[src/rtl/vga_out_pkg.sv]
// Shared types for the vga_out output-mode sequencer.
package vga_out_pkg;

    // Output-mode configuration as seen by vga_out
    typedef struct packed {
        logic ypbpr_en;
        logic ypbpr_full;
    } vmode_t;

    // Mode-change sequencer states
    typedef enum logic [1:0] {
        RUN   = 2'd0,
        ARMED = 2'd1,
        MUTE  = 2'd2
    } vmc_state_t;

    localparam logic [23:0] BLACK_PIXEL = 24'h000000;

endpackage

[src/rtl/vga_sync_edge.sv]
// Sync polarity normaliser with a leading-edge pulse.
// The pulse is high in the cycle the normalised sync first goes active.
module vga_sync_edge #(
    parameter bit ACTIVE_HIGH = 1'b1
) (
    input  logic clk,
    input  logic reset,
    input  logic sync_in,
    output logic rise
);

    logic act;
    logic act_q;

    assign act  = sync_in ^ ~ACTIVE_HIGH;
    assign rise = act & ~act_q;

    // Remember last cycle's active level so a leading edge can be spotted
    always_ff @(posedge clk) begin
        if (reset) begin
            act_q <= 1'b0;
        end else begin
            act_q <= act;
        end
    end

endmodule

[src/rtl/vga_out_mode_ctrl.sv]
// Output-mode change sequencer in front of vga_out.
// New RGB/YPbPr configs are taken over valid/ready, held until the next
// vsync leading edge (or a timeout when vsync is absent), applied there,
// and followed by MUTE_FRAMES frames of black video.
module vga_out_mode_ctrl
    import vga_out_pkg::*;
#(
    parameter int VS_ACTIVE_HIGH = 1,
    parameter int MUTE_FRAMES    = 2,
    parameter int TIMEOUT_CYC    = 2000000,
    parameter int CNT_W          = 22
) (
    input  logic        clk,
    input  logic        reset,
    input  logic        cfg_valid,
    input  logic        cfg_ypbpr_en,
    input  logic        cfg_ypbpr_full,
    output logic        cfg_ready,
    input  logic [23:0] din,
    input  logic        hsync,
    input  logic        vsync,
    input  logic        csync,
    output logic [23:0] dout,
    output logic        hsync_o,
    output logic        vsync_o,
    output logic        csync_o,
    output logic        ypbpr_en_o,
    output logic        ypbpr_full_o,
    output logic        busy,
    output logic        applied
);

    localparam logic [CNT_W-1:0] TMO_LAST = CNT_W'(TIMEOUT_CYC - 1);
    localparam logic [3:0]       MUTE_N   = 4'(MUTE_FRAMES);

    vmc_state_t       state;
    vmode_t           cur_cfg;
    vmode_t           pend_cfg;
    vmode_t           req_cfg;
    logic [CNT_W-1:0] tmo_cnt;
    logic [3:0]       frm_cnt;
    logic             vs_edge;
    logic             tick;
    logic             accept;
    logic             last_frame;
    logic             mute;

    vga_sync_edge #(
        .ACTIVE_HIGH(VS_ACTIVE_HIGH != 0)
    ) u_vs_edge (
        .clk    (clk),
        .reset  (reset),
        .sync_in(vsync),
        .rise   (vs_edge)
    );

    assign req_cfg.ypbpr_en   = cfg_ypbpr_en;
    assign req_cfg.ypbpr_full = cfg_ypbpr_full;

    assign tick       = vs_edge | (tmo_cnt == TMO_LAST);
    assign accept     = cfg_valid & cfg_ready;
    assign last_frame = (frm_cnt + 4'd1) == MUTE_N;

    assign ypbpr_en_o   = cur_cfg.ypbpr_en;
    assign ypbpr_full_o = cur_cfg.ypbpr_full;

    // Blank from the apply tick until the tick that completes the last mute frame
    always_comb begin
        mute = 1'b0;
        case (state)
            ARMED:   mute = tick && (MUTE_N != 4'd0);
            MUTE:    mute = !(tick && last_frame);
            default: mute = 1'b0;
        endcase
    end

    // Frame-boundary timeout: only runs while a change is in flight
    always_ff @(posedge clk) begin
        if (reset) begin
            tmo_cnt <= '0;
        end else if (state == RUN || tick) begin
            tmo_cnt <= '0;
        end else begin
            tmo_cnt <= tmo_cnt + 1'b1;
        end
    end

    // Mode-change sequencer with registered handshake and status outputs
    always_ff @(posedge clk) begin
        if (reset) begin
            state     <= RUN;
            cur_cfg   <= '0;
            pend_cfg  <= '0;
            frm_cnt   <= '0;
            cfg_ready <= 1'b0;
            busy      <= 1'b0;
            applied   <= 1'b0;
        end else begin
            applied <= 1'b0;
            case (state)
                RUN: begin
                    cfg_ready <= 1'b1;
                    busy      <= 1'b0;
                    if (accept && (req_cfg != cur_cfg)) begin
                        pend_cfg  <= req_cfg;
                        state     <= ARMED;
                        cfg_ready <= 1'b0;
                        busy      <= 1'b1;
                    end
                end
                ARMED: begin
                    if (tick) begin
                        cur_cfg <= pend_cfg;
                        applied <= 1'b1;
                        frm_cnt <= '0;
                        if (MUTE_N == 4'd0) begin
                            state     <= RUN;
                            cfg_ready <= 1'b1;
                            busy      <= 1'b0;
                        end else begin
                            state <= MUTE;
                        end
                    end
                end
                MUTE: begin
                    if (tick) begin
                        frm_cnt <= frm_cnt + 4'd1;
                        if (last_frame) begin
                            state     <= RUN;
                            cfg_ready <= 1'b1;
                            busy      <= 1'b0;
                        end
                    end
                end
                default: begin
                    state     <= RUN;
                    cfg_ready <= 1'b0;
                    busy      <= 1'b0;
                end
            endcase
        end
    end

    // One-cycle video register; syncs ride along and are never blanked
    always_ff @(posedge clk) begin
        if (reset) begin
            dout    <= '0;
            hsync_o <= 1'b0;
            vsync_o <= 1'b0;
            csync_o <= 1'b0;
        end else begin
            dout    <= mute ? BLACK_PIXEL : din;
            hsync_o <= hsync;
            vsync_o <= vsync;
            csync_o <= csync;
        end
    end

endmodule

[config.mk]
export PLATFORM = sky130hd
export DESIGN_NAME = vga_out_mode_ctrl
export DESIGN_NICKNAME = d
export VERILOG_FILES = /design/src/rtl/vga_out_pkg.sv /design/src/rtl/vga_sync_edge.sv /design/src/rtl/vga_out_mode_ctrl.sv
export SDC_FILE = /design/constraint.sdc
export NUM_CORES = 1
export LEC_CHECK = 0
export ABC_AREA = 0
export CAP_MARGIN = 10
export CORE_MARGIN = 2
export CORE_UTILIZATION = 45
export CTS_CLUSTER_DIAMETER = 200
export DETAILED_ROUTE_END_ITERATION = 8
export PLACE_DENSITY = 0.75
export SETUP_SLACK_MARGIN = 0.05
export SYNTH_ARGS = -nofsm -noshare
export SYNTH_HDL_FRONTEND = slang
export SYNTH_SLANG_ARGS = --single-unit
[constraint.sdc]
create_clock -name clk -period 2.5 [get_ports clk]
set_input_delay 0.375 -clock clk [delete_from_list [all_inputs] [get_ports clk]]
set_output_delay 0.375 -clock clk [all_outputs]
set_load 0.03 [all_outputs]
==> summary.md <==
| Metric | Value |
|---|---|
| Period utilization | 0.8971 |
| Final nets | 355 |
| Slew headroom | 0.6991 |
| Core area | 5172 um^2 |
| Std cell rows | 26 |
| Avg WL per Cell | 11.78 um |
| Share of power burned in registers | 0.441 |
| Data required, critical path | 2780 ps |
| Top-area cell type share of the netlist area | 0.5082 |
| Synth-to-Final Area Change | 35.45% |
| GRT Total Usage | 0.1691 |
| Vias in the first global route | 1,763 |
| Final slew viol count | 0 |
| Sum Neg Setup Slack | 0 ps |
| Residual DRC | 0 |
| Post-synthesis sequential area ratio | 0.5082 |
| Setup Viol. Count Final | 0 |
| Initial antenna violation count | 0 |
| Final Wtd Congestion | 0.7998 |
| Setup CP Type | flop to flop |
| Worst path max stage delay | 380 ps |
| CP Max Fanout | 23 |
| PostCTS Resize Cnt | 0 |
| Die Wd | 77.67 um |
| Arr. time, crit path | 2520 ps |
| Clock period minus worst slack | 2243 ps |
| Commonest cells post-synth | 62 x dfxtp_1, 27 x nor2_1, 20 x nand2_1, 18 x and2_2, 17 x xor2_1 |
| Initial Util | 0.4722 |
| Worst-Skew Late Latency | 330 ps |
| IR drop worst, VDD | 400.7 uV |
| Top cells by area, synth | dfxtp_1 51%, xor2_1 6.1%, and2_2 5.5%, nor2_1 4.1%, ha_1 3.6% |
| DR vias/cell | 4.721 |
| Synthesized area per cell | 9.928 um^2 |
| Die Span Y | 77.67 um |
| First-pass GRT wire length | 7.907 mm |
| Max_cap viols | 0 |
| Net load switching power | 0.0007717 W |
| Starting DRT DRC Count | 74 |
| DR pass1 iterations | 4 |
| Gate power share | 0.263 |
| Synth area leader | dfxtp_1 |
| Routed wire length | 4.595 mm |
| Lkg Pwr | 1.211 nW |
| Max Root-Sink Buffers | 2 |
| Hold Vio Cnt, Final | 0 |
| PwrDens | 779.0 nW/um^2 |
| Synthesis-stage register bit count | 62 |
| Pwr Total | 0.002577 W |
| Unrepaired setup endpoints after global routing | no |
| Clk sinks | 62 |
| Fill cells | 437 |
| Fin Clk Skew | 8.146 ps |
| Io pins | 64 |
| Post-route cell area | 3308 um^2 |
| Cell variety after synth | 37 |
| Root Driver | clkbuf_8 |
| CTS clock-pin slew for the worst setup and hold paths | 60 ps |
| Clock network fraction of design power | 0.296 |
| Synth Net Count | 285 |
| Most used DFF post-synth | dfxtp_1 |
| R2r setup slk | 260 ps |
| H-tree depth | 3 |
| Fmax | 445.9 MHz |
| Yosys warning total | 0 |
| Slowest CP cell | o32ai_4 |
| Post-CTS Setup Inserts | 0 |
| DP HPWL | 3.419 mm |
| Pin count of the biggest net entering global routing | 24 |
| Worst Hold Class | flop to flop |
| Most common cell in the netlist | dfxtp_1 |
| Setup crit start kind | flop |
| Status | completed |
| Final ANT Viol Nets | 0 |
| # diodes | 0 |
| Post-synth EDFFs | 0 |
| Worst-path cell chain | ha_1 > and4_4 > nand3_1 > o32ai_4 > a31oi_4 > o31ai_4 > buf_4 > and2_2 |
| Synth Cell Area | 2442 um^2 |
| Pint | 0.001805 W |
| Port bufs | 63 |
| Ys async rst share | 0 |
| Worst Tran Pin Value | 449.9 ps |
| Share of cells above drive strength 1 | 0.1438 |
| Number of CTS-inserted buffers | 9 |
| DR vias | 1,841 |
| CTS tree | done |
| Post-synthesis instance total | 246 |
| Remaining Overflow, GRT | 0 |
| Worst setup EP type | flop |
| Post-cts hold buffer count | 0 |
| Post-Place Cell Area | 3134 um^2 |
| Sw Ratio | 0.2995 |
| Die Area | 6033 um^2 |
[power groups by stage]
stage | combinational, W | sequential, W | clock (W)
CTS | 0.000687 | 0.00114 | 0.000788
detailed placement | 0.000684 | 0.00116 | 0
global placement | 0.000676 | 0.00116 | 0
finish | 0.000679 | 0.00114 | 0.000762
floorplan | 0.000245 | 0.00134 | 0
global route | 0.000733 | 0.00115 | 0.000828
[per-layer routing]
layer | part of all wire | GRT usage | up-vias
li1 | - | - | 950
met1 | 0.45 | 0.2035 | 843
met2 | 0.49 | 0.2690 | 39
met3 | 0.045 | 0.04186 | 9
met4 | 0.023 | 0.1071 | 0
met5 | 0 | 0 | -
[per-stage QoR]
step	setup slack [ps]	std cells	util	hold WS, ps
2_1_floorplan	418.6	246	-	429.8
3_3_place_gp	297.1	375	0.6060	443.5
3_5_place_dp	204.2	375	0.6060	451.7
4_1_cts	183.5	390	0.6396	461.0
5_1_grt	51.39	390	0.6396	489.9
6_report	257.3	390	0.6396	461.5
[placed cells by master, fill, tap and decap left out, types with 5 or more instances in the layout]
cell | Yosys | layout
dfxtp_1 | 62 | 62
inv_1 | 8 | 8
clkbuf_8 | 0 | 11
and2_2 | 18 | 18
nor2_1 | 27 | 27
a21oi_1 | 9 | 9
nand3_1 | 16 | 16
and2_1 | 7 | 7
nand2_1 | 20 | 20
o21ai_0 | 5 | 5
xor2_1 | 17 | 17
ha_1 | 7 | 7
clkdlybuf4s50_1 | 0 | 63
xnor2_1 | 7 | 7
[critical path: cells and delay by family (launching register included)]
family | cells | cell delay (ps)
and+or+nand+nor | 3 | 550
DFF | 1 | 360
AOI/OAI and AO/OA | 3 | 810
adders and majority gates | 1 | 220
buffers and inverters | 1 | 240
[registers in the layout (all words and copies together) (netlist names), 2 cells and up]
register,cells
state,2
pend_cfg,2
dout,24
frm_cnt,4
tmo_cnt,22
[final timing paths]
path	from	end	cells past startpoint
worst min register to register	pend_cfg[1]$_SDFFE_PP0P_	pend_cfg[1]$_SDFFE_PP0P_	2
worst max-delay path	tmo_cnt[0]$_SDFF_PP0_	dout[8]$_SDFF_PP0_	8
worst max register to register	tmo_cnt[0]$_SDFF_PP0_	dout[8]$_SDFF_PP0_	8
worst min-delay path	pend_cfg[1]$_SDFFE_PP0P_	pend_cfg[1]$_SDFFE_PP0P_	2
[area by class of cell]
class	count	area, um^2	share of cell area
clock buffer	11	151.4	0.04576
clock inverter	4	22.52	0.006808
inverter	8	30.03	0.009077
tap	70	87.58	0.02648
sequential	62	1241	0.3752
timing repair buffer	65	645.6	0.1952
multi-input combinational	170	1130	0.3415
[logic make-up (layout without fill, tap and decap cells)]
family / Yosys count / after routing / share of synthesized area
compound gates: 21 / 21 / 0.07223
xor+xnor: 24 / 24 / 0.08606
fa+ha+maj: 7 / 7 / 0.03586
mux: 2 / 2 / 0.008197
buf+inv: 14 / 88 / 0.02920
flops: 62 / 62 / 0.5082
simple gates: 116 / 116 / 0.2602
(Power assumes the default switching activity.)
